**config.mk**
```make
export PLATFORM = sky130hd
export DESIGN_NAME = pwm_duty_ramp_flat
export DESIGN_NICKNAME = d
export VERILOG_FILES = /design/src/rtl/pwm_pkg.sv /design/src/rtl/pwm_duty_ramp_if.sv /design/src/rtl/sw_debounce.sv /design/src/rtl/pwm_duty_ramp.sv /design/src/flat_wrapper.sv
export SDC_FILE = /design/constraint.sdc
export NUM_CORES = 1
export LEC_CHECK = 0
export ABC_CLOCK_PERIOD_IN_PS = 5900
export CELL_PAD_IN_SITES_DETAIL_PLACEMENT = 0
export CELL_PAD_IN_SITES_GLOBAL_PLACEMENT = 1
export CORE_MARGIN = 2
export CORE_UTILIZATION = 38
export CTS_BUF_LIST = sky130_fd_sc_hd__clkbuf_8
export DETAILED_ROUTE_END_ITERATION = 7
export DONT_BUFFER_PORTS = 1
export PLACE_DENSITY = 0.64
export SLEW_MARGIN = 20
export SYNTH_ARGS = -nofsm -noshare
export SYNTH_HDL_FRONTEND = slang
export SYNTH_SLANG_ARGS = --single-unit
```
**constraint.sdc**
```tcl
create_clock -name clk -period 5.9 [get_ports clk]
set_input_delay 0.59 -clock clk [delete_from_list [all_inputs] [get_ports clk]]
set_output_delay 0.59 -clock clk [all_outputs]
set_load 0.02 [all_outputs]
```
**src/rtl/pwm_pkg.sv**
```systemverilog
// pwm_pkg
// Shared constants and types for the PWM duty conditioning path.
//   ramp_dir_t    : ramp-state encoding driven on the dir output
//   PWM_WIDTH     : duty / switch width shared with the PWM generator
//   PWM_DB_CYCLES : default debounce length in clk cycles
//   PWM_TICK_DIV  : default clk cycles per ramp tick
package pwm_pkg;

    localparam int PWM_WIDTH     = 8;
    localparam int PWM_DB_CYCLES = 100000;
    localparam int PWM_TICK_DIV  = 50000;

    typedef enum logic [1:0] {
        RAMP_IDLE = 2'b00,
        RAMP_UP   = 2'b01,
        RAMP_DOWN = 2'b10
    } ramp_dir_t;

endpackage

```
**src/rtl/pwm_duty_ramp_if.sv**
```systemverilog
// pwm_duty_ramp_if
// Switch-side inputs and duty-side outputs of pwm_duty_ramp.
//   master : drives sw / bypass, observes duty, target, at_target, dir
//   slave  : the ramp block itself
interface pwm_duty_ramp_if
    import pwm_pkg::*;
#(
    parameter int WIDTH = PWM_WIDTH
);

    logic [WIDTH-1:0] sw;
    logic             bypass;
    logic [WIDTH-1:0] duty;
    logic [WIDTH-1:0] target;
    logic             at_target;
    logic [1:0]       dir;

    modport master (
        output sw, bypass,
        input  duty, target, at_target, dir
    );

    modport slave (
        input  sw, bypass,
        output duty, target, at_target, dir
    );

endinterface

```
**src/rtl/sw_debounce.sv**
```systemverilog
// sw_debounce
// Two-flop synchroniser followed by a whole-word debouncer. A switch word
// becomes the target only after the synchronised value has matched the
// candidate for DB_CYCLES consecutive compares.
//   clk, clr_n  : clock, async active-low reset
//   sw          : raw asynchronous switch bank
//   target      : debounced switch word (registered)
//   target_nxt  : value target takes at the next edge, so the parent can
//                 register flags that line up with target
module sw_debounce
    import pwm_pkg::*;
#(
    parameter int WIDTH     = PWM_WIDTH,
    parameter int DB_CYCLES = PWM_DB_CYCLES
) (
    input  logic             clk,
    input  logic             clr_n,
    input  logic [WIDTH-1:0] sw,
    output logic [WIDTH-1:0] target,
    output logic [WIDTH-1:0] target_nxt
);

    localparam int            CW       = (DB_CYCLES > 1) ? $clog2(DB_CYCLES) : 1;
    localparam logic [CW-1:0] CNT_LAST = CW'(DB_CYCLES - 1);

    logic [WIDTH-1:0] s1;
    logic [WIDTH-1:0] s;
    logic [WIDTH-1:0] cand;
    logic [CW-1:0]    cnt;

    always_comb begin
        target_nxt = target;
        if ((s == cand) && (cnt == CNT_LAST)) begin
            target_nxt = cand;
        end
    end

    always_ff @(posedge clk or negedge clr_n) begin
        if (!clr_n) begin
            s1     <= '0;
            s      <= '0;
            cand   <= '0;
            cnt    <= '0;
            target <= '0;
        end else begin
            s1     <= sw;
            s      <= s1;
            target <= target_nxt;
            // Any bit change restarts the count; the count parks at its
            // last value so a long-stable word keeps reloading target.
            if (s != cand) begin
                cand <= s;
                cnt  <= '0;
            end else if (cnt != CNT_LAST) begin
                cnt <= cnt + 1'b1;
            end
        end
    end

endmodule

```
**src/rtl/pwm_duty_ramp.sv**
```systemverilog
// pwm_duty_ramp
// Debounces the switch bank into a target duty and slews the duty output
// toward it by at most STEP per prescaler tick. bypass loads the target
// straight into duty every cycle.
//   clk, clr_n     : clock, async active-low reset
//   bus.sw         : raw switch bank
//   bus.bypass     : load target into duty every cycle
//   bus.duty       : registered duty to the PWM generator
//   bus.target     : debounced switch value
//   bus.at_target  : duty == target (registered, aligned with duty)
//   bus.dir        : ramp state (aligned with duty)
//
// state      | meaning
// RAMP_IDLE  | duty equals target
// RAMP_UP    | duty below target, ticks raise it
// RAMP_DOWN  | duty above target, ticks lower it
module pwm_duty_ramp
    import pwm_pkg::*;
#(
    parameter int WIDTH     = PWM_WIDTH,
    parameter int DB_CYCLES = PWM_DB_CYCLES,
    parameter int TICK_DIV  = PWM_TICK_DIV,
    parameter int STEP      = 1
) (
    input  logic            clk,
    input  logic            clr_n,
    pwm_duty_ramp_if.slave  bus
);

    localparam int             PW       = (TICK_DIV > 1) ? $clog2(TICK_DIV) : 1;
    localparam logic [PW-1:0]  PRE_LAST = PW'(TICK_DIV - 1);
    localparam int             WP1      = WIDTH + 1;
    localparam logic [WIDTH:0] STEP_W   = WP1'(STEP);

    logic [PW-1:0]    pre;
    logic             tick;
    logic [WIDTH-1:0] target;
    logic [WIDTH-1:0] target_nxt;
    logic [WIDTH-1:0] duty;
    logic [WIDTH-1:0] duty_nxt;
    logic [WIDTH:0]   diff;
    logic [WIDTH-1:0] delta;
    logic             at_target_q;
    ramp_dir_t        dir_q;

    sw_debounce #(
        .WIDTH     (WIDTH),
        .DB_CYCLES (DB_CYCLES)
    ) u_debounce (
        .clk        (clk),
        .clr_n      (clr_n),
        .sw         (bus.sw),
        .target     (target),
        .target_nxt (target_nxt)
    );

    assign tick = (pre == PRE_LAST);

    function automatic ramp_dir_t dir_of(input logic [WIDTH-1:0] d,
                                         input logic [WIDTH-1:0] t);
        if (d < t)      return RAMP_UP;
        else if (d > t) return RAMP_DOWN;
        else            return RAMP_IDLE;
    endfunction

    // Step is clamped to the remaining distance, taken in WIDTH+1 bits, so
    // duty lands exactly on target and can never wrap past either rail.
    always_comb begin
        diff     = '0;
        delta    = '0;
        duty_nxt = duty;
        if (bus.bypass) begin
            duty_nxt = target;
        end else if (tick) begin
            if (duty < target) begin
                diff     = {1'b0, target} - {1'b0, duty};
                delta    = (diff < STEP_W) ? diff[WIDTH-1:0] : STEP_W[WIDTH-1:0];
                duty_nxt = duty + delta;
            end else if (duty > target) begin
                diff     = {1'b0, duty} - {1'b0, target};
                delta    = (diff < STEP_W) ? diff[WIDTH-1:0] : STEP_W[WIDTH-1:0];
                duty_nxt = duty - delta;
            end
        end
    end

    // Flags come from next-state values so they carry no lag versus duty.
    always_ff @(posedge clk or negedge clr_n) begin
        if (!clr_n) begin
            pre         <= '0;
            duty        <= '0;
            at_target_q <= 1'b1;
            dir_q       <= RAMP_IDLE;
        end else begin
            pre         <= tick ? '0 : pre + 1'b1;
            duty        <= duty_nxt;
            at_target_q <= (duty_nxt == target_nxt);
            dir_q       <= dir_of(duty_nxt, target_nxt);
        end
    end

    assign bus.duty      = duty;
    assign bus.target    = target;
    assign bus.at_target = at_target_q;
    assign bus.dir       = dir_q;

endmodule

```
**src/flat_wrapper.sv**
```systemverilog
// flat-port wrapper written by rule: the top's interface ports become plain ports
module pwm_duty_ramp_flat import pwm_pkg::*;
#(
    parameter int WIDTH     = PWM_WIDTH,
    parameter int DB_CYCLES = PWM_DB_CYCLES,
    parameter int TICK_DIV  = PWM_TICK_DIV,
    parameter int STEP      = 1
)
  (clk, clr_n, bus_sw, bus_bypass, bus_duty, bus_target, bus_at_target, bus_dir);
  pwm_duty_ramp_if #(.WIDTH(WIDTH)) bus_i ();
  input  logic clk;
  input  logic clr_n;
  input wire logic [$bits(bus_i.sw)-1:0] bus_sw;
  input wire logic [$bits(bus_i.bypass)-1:0] bus_bypass;
  output wire logic [$bits(bus_i.duty)-1:0] bus_duty;
  output wire logic [$bits(bus_i.target)-1:0] bus_target;
  output wire logic [$bits(bus_i.at_target)-1:0] bus_at_target;
  output wire logic [$bits(bus_i.dir)-1:0] bus_dir;
  assign bus_i.sw = bus_sw;
  assign bus_i.bypass = bus_bypass;
  assign bus_duty = bus_i.duty;
  assign bus_target = bus_i.target;
  assign bus_at_target = bus_i.at_target;
  assign bus_dir = bus_i.dir;
  pwm_duty_ramp #(.WIDTH(WIDTH), .DB_CYCLES(DB_CYCLES), .TICK_DIV(TICK_DIV), .STEP(STEP)) u_core (.clk(clk), .clr_n(clr_n), .bus(bus_i));
endmodule
```
## Word level (Yosys, flattened, before mapping)

Index checks and enable logic that the tools add are counted.

- Order comparisons: 6
- Equality and inequality tests: 6
- Add/sub/neg operators: 6
- Reduce and logical (&&, ||, !) cells: 2
- Muxes and demuxes: 12

Operator list:

| kind | count |
|---|---|
| $mux 8 | 7 |
| $mux 17 | 2 |
| $lt 9x1->1 const B | 2 |
| $sub 8x8->9 | 2 |
| $add 17x1->17 const B | 1 |
| $eq 17x17->1 const B | 1 |
| $ne 17x17->1 const B | 1 |
| $add 16x1->16 const B | 1 |
| $eq 16x16->1 const B | 1 |
| $eq 8x8->1 | 2 |
| $gt 8x8->1 | 2 |
| $lt 8x8->1 | 2 |
| $mux 16 | 1 |
| $add 8x8->8 | 1 |
| $ne 8x8->1 | 1 |
| $sub 8x8->8 | 1 |
| $mux 2 | 2 |
| $reduce_bool 2->1 | 1 |
| $logic_and 1x1->1 | 1 |

- Word-level logic and storage cells: 41
- Register bits: 76
- Bits of input ports: 11
- Output and inout bits: 19

## Longest topological paths before layout

- Depth after elaboration: 11
- Gate-level depth with buffers: 24
- Depth with buffers taken out: 24

## Modules after synthesis

Synthesis repeated with hierarchy kept, for this count alone.

- Cell total of the unflattened synthesis: 514
- Area, all modules: 4,895.9 µm²

Modules (own cells, without submodules):

| module | seq. area each (µm²) | cells an instance | area an instance (µm²) | times used |
|---|---|---|---|---|
| pwm_duty_ramp | 676.9 | 358 | 2,931.6 | 1 |
| sw_debounce | 1,226.2 | 156 | 1,964.4 | 1 |

## Least setup slack after synthesis

OpenSTA, ideal clock, no wires.

- Path type: register to register
- Start: register u_core.u_debounce.target[0]
- End: register u_core.dir_q[1] (netlist: u_core.bus.dir[1])
- Clock period less this slack: 4,452 ps
- Cell stages (with the launch flop): 24
- Data arrival time: 4,324 ps
- Slack: 1,448 ps
- Required time: 5,772 ps
- Buffers on the path: 0
- Library setup time: 128 ps
- Cell sequence: dfrtp_1 -> inv_1 -> ha_1 -> fa_1 -> and2b_4 -> o221a_2 -> o311ai_1 -> a21oi_2 -> nand4_1 -> and2_1 -> fa_1 -> a21o_1 -> a21oi_1 -> o21bai_1 -> a21oi_1 -> xnor2_1 -> o22ai_1 -> nand2_1 -> o21ai_0 -> o21ai_0 -> ha_1 -> a21o_1 -> a211oi_1 -> nor2_1

- Cells in the longest elaborated chain, start to end: 11
- Elaborated cells on any way between the ends: 19
- Classes of those cells: add/sub: 4; order compare: 6; mux: 9

Ends and longest elaborated chain:

| item | line | source |
|---|---|---|
| from (decl) | sw_debounce.sv:19 | `output logic [WIDTH-1:0] target,` |
| from (signal assigned) | sw_debounce.sv:48 | `target <= target_nxt;` |
| $sub 8x8->9 | pwm_duty_ramp.sv:80 | `diff = {1'b0, duty} - {1'b0, target};` |
| $lt 9x1->1 | pwm_duty_ramp.sv:81 | `delta = (diff < STEP_W) ? diff[WIDTH-1:0] : STEP_W[WIDTH-1:0];` |
| $mux 8 | pwm_duty_ramp.sv:81 |  |
| $sub 8x8->8 | pwm_duty_ramp.sv:82 | `duty_nxt = duty - delta;` |
| $mux 8 | pwm_duty_ramp.sv:79 | `end else if (duty > target) begin` |
| $mux 8 (*) | pwm_duty_ramp.sv:75 | `if (duty < target) begin` |
| $mux 8 (*) | pwm_duty_ramp.sv:74 | `end else if (tick) begin` |
| $mux 8 (*) | pwm_duty_ramp.sv:72 | `if (bus.bypass) begin` |
| named net u_core.duty_nxt[6] | pwm_duty_ramp.sv:40 | `logic [WIDTH-1:0] duty_nxt;` |
| $gt 8x8->1 | pwm_duty_ramp.sv:62 | `else if (d > t) return RAMP_DOWN;` |
| $mux 2 | pwm_duty_ramp.sv:62 |  |
| $mux 2 (*) | pwm_duty_ramp.sv:61 | `if (d < t) return RAMP_UP;` |
| to (signal assigned) | pwm_duty_ramp.sv:98 | `dir_q <= dir_of(duty_nxt, target_nxt);` |
| to (decl) | pwm_duty_ramp.sv:44 | `ramp_dir_t dir_q;` |

The timed path passes the listed nets; every way through them passes the cells marked *.
A chain may end at the register's enable or synchronous reset.

## Final worst setup path

Same ends and word-level chain as after synthesis.

==> results by group <==
Outcome
  – Outcome: completed

Clocking
  – CTS tree: yes
  – Post-cts sizing count: 0
  – Cts hold-fix bufs: 1
  – Root Driver: clkbuf_8
  – CTS H-tree lvls: 3
  – CTS Buf Count: 9
  – Postcts setup bufs: 0
  – Clock Latency Late Sink: 350 ps
  – Clock transition at path regs: 80 ps
  – Clock Sinks: 76
  – Clock Tree Buf Depth: 2

Yosys
  – Syn_area_per_cell: 9.58 um2
  – Post-Syn Area: 4630 um2
  – Ys Warns: 0
  – Register bit total from synthesis: 76
  – Synth area leaders: dfrtp_1 41%, ha_1 11%, xor2_1 6.1%, nor2_1 3.2%, nand2_1 3.0%
  – Dominant cell type by area after synthesis: dfrtp_1
  – Post-synthesis cell type count: 62
  – FFs w/ async S/R, synth: 100%
  – Synth top area share: 40.6%
  – Main synth FF type: dfrtp_1
  – Post-synthesis sequential area ratio: 41.1%
  – EDFF count, synth: 0
  – Gate count after technology mapping: 483

Timing
  – Clock period minus worst slack: 5020 ps
  – Fin worst setup slack: 884 ps
  – RSZ-0062 raised after global routing: no
  – Worst clock skew: 10.6 ps
  – Worst Tran Pin Value: 639 ps
  – Post-Route Setup TNS: 0 ps
  – Period utilization: 85.0%
  – Final Max Tran Viols: 0
  – Final hold vios: 0
  – # setup viols final: 0
  – Slew headroom: 57.3%
  – WHS: 76.6 ps
  – Max Freq: 199 MHz

Floorplan
  – Die ar.: 13100 um2
  – Die Ht: 114 um
  – Starting Density: 38.7%
  – Die W: 114 um
  – Boundary Pins: 30
  – CORE AREA: 12000 um2
  – Row cnt: 40

Final layout
  – # fillers: 1184
  – Fin nets: 543
  – Ant diodes: 0
  – Layout area overhead: 8.33%
  – Reg area: 1900 um2
  – Post-route cell area: 5010 um2
  – Multi-input gate area: 2550 um2
  – Layout cells sized above 1: 6.07%
  – Layout Cells excl Fill: 641

Power and ir drop
  – Pwr Density: 208 nW/um2
  – Worst IR drop on VDD: 0.133 mV
  – Leakage power: 0.00229 uW

Critical path
  – CP max-delay cell: dfrtp_1
  – Max incr delay on CP: 530 ps
  – Worst EP required: 6130 ps
  – CP Class: flip-flop to flip-flop
  – Crit-path cells: inv_1, ha_1, fa_1, and2b_4, o221a_2, o311ai_1, a21oi_2, nand4_1, and2_1, fa_1, a21o_1, a21oi_1, o21bai_1, a21oi_1, xnor2_1, o22ai_1, nand2_1, o21ai_0, o21ai_0, ha_1, a21o_1, a211oi_1, nor2_1
  – Critical Path AT: 5250 ps
  – Crit. End Element: flip-flop
  – CP max FO: 5
  – Crit start category: flip-flop

Placed design
  – DP Area: 4770 um2
  – Inst Count DP: 624
  – GPL Wtd Cong: 0.879
  – Detailed-placement wirelength estimate: 7670 um
  – Port Buffers: 0
  – Setup WS pre-CTS: 914 ps

Hold path
  – Worst hold path class: input port to asynchronous set/reset pin

Drt
  – Final ANT Viol Nets: 0
  – Drt pass-1 iters: 4
  – Vias: 3379
  – DRC violations left: 0
  – WL final: 10400 um
  – Starting DRT DRC Count: 181
  – Vias per cell: 5.27
  – Wire per inst: 16.2 um

Global route
  – Initial antenna violation count: 0
  – All-layer global routing usage: 17.2%
  – Pin count of the biggest net entering global routing: 76
  – Vias in the first global route: 3393
  – Total gr overflow: 0
  – Global-route wire length before repair: 17300 um

Job
  – Max_cap viols: 0
## placed cells by master (no fill, tap or decap), types with 12 or more instances in the layout
master,netlist,routed
dfrtp_1,75,75
nor2_1,39,39
ha_1,39,39
nand2_1,37,37
inv_1,31,32
xor2_1,32,32
o21ai_0,27,27
a21oi_1,24,24
nand3_1,21,21
xnor2_1,15,15
conb_1,2,15
nand4_1,12,12
## report_power, final
group / switching [uW] / total (uW) / internal (uW)
clock network: 192 / 428 / 236
logic: 45.9 / 73.5 / 27.6
registers: 10.2 / 541 / 531
## registers in the layout (all words and copies together), names as in the netlist
register and count:
u_core.bus.at_target 1, u_core.bus.dir 2, u_core.bus.duty 8, u_core.pre 16, u_core.u_debounce.cand 8, u_core.u_debounce.cnt 17
u_core.u_debounce.s 8, u_core.u_debounce.s1 8, u_core.u_debounce.target 8
## metal layers
layer  part of all wire (%)  track usage (%)
met4                    2.6             8.46
met3                    2.8             2.22
met5                      0                0
met1                     48             22.7
met2                     47             27.9
## path summary, 6_finish.rpt
check / from / to / slack [ps] / depth (start not counted)
min: clr_n / u_core.bus.at_target / 80 / 0
max in group asynchronous: clr_n / u_core.pre[5] / 5470 / 1
min in group clk: bus_sw[1] / u_core.u_debounce.s1[1] / 260 / 0
max reg2reg: u_core.u_debounce.target[0] / u_core.bus.dir[1] / 880 / 23
max: u_core.u_debounce.target[0] / u_core.bus.dir[1] / 880 / 23
min reg2reg: u_core.u_debounce.s1[2] / u_core.u_debounce.s[2] / 340 / 0
## cell type report
| class | count | share of cell area, % |
|---|---|---|
| flip-flops and latches | 76 | 38.0 |
| multi-input cells | 368 | 50.9 |
| clock inverters | 7 | 1.85 |
| clock buffers | 9 | 2.47 |
| well taps | 147 | 3.67 |
| repair buffers | 3 | 0.849 |
| inverters | 31 | 2.32 |
## through the flow
stage	total power (uW)	utilization, %
finish	1040	41.9
global route	1090	41.9
CTS	1060	41.9
detailed placement	614	39.9
global placement	613	39.9
floorplan	600	-
## Yosys cell counts, drive strengths merged (2+ instances only)
cell	instances
dfrtp	75
nor2	40
ha	39
nand2	37
xor2	32
inv	31
o21ai	27
a21oi	26
nand3	21
clkbuf	15
xnor2	15
nand4	12
and3	8
mux2i	8
a21o	7
nor2b	7
buf	6
nor3	6
or3	6
nor4	5
and2	4
fa	4
nand2b	4
o211ai	4
a211o	3
o21a	3
o22ai	3
a211oi	2
a221o	2
a31o	2
a31oi	2
conb	2
nand3b	2
nor4b	2
o21bai	2
or2	2
## kinds of logic (layout without fill, tap and decap cells)
group	after synthesis	after routing	share of synthesized area, %
adder cells (fa/ha/maj)	43	43	12.3
AND/OR/NAND/NOR	161	161	17.7
flip-flops	76	76	41.1
AO/OA/AOI/OAI	94	94	13.4
XOR/XNOR	47	47	8.89
other	2	15	0.162
buffers and inverters	52	50	4.81
multiplexers	8	8	1.73
## worst max-delay path, delay by kind of cell, from the launching register on
family / cells / cell delay [ps]
fa+ha+maj: 4 / 1300
buf+inv: 1 / 140
simple gates: 5 / 740
flops: 1 / 530
compound gates: 12 / 2020
xor+xnor: 1 / 150
Note: power is estimated with default switching activity, not from simulation.
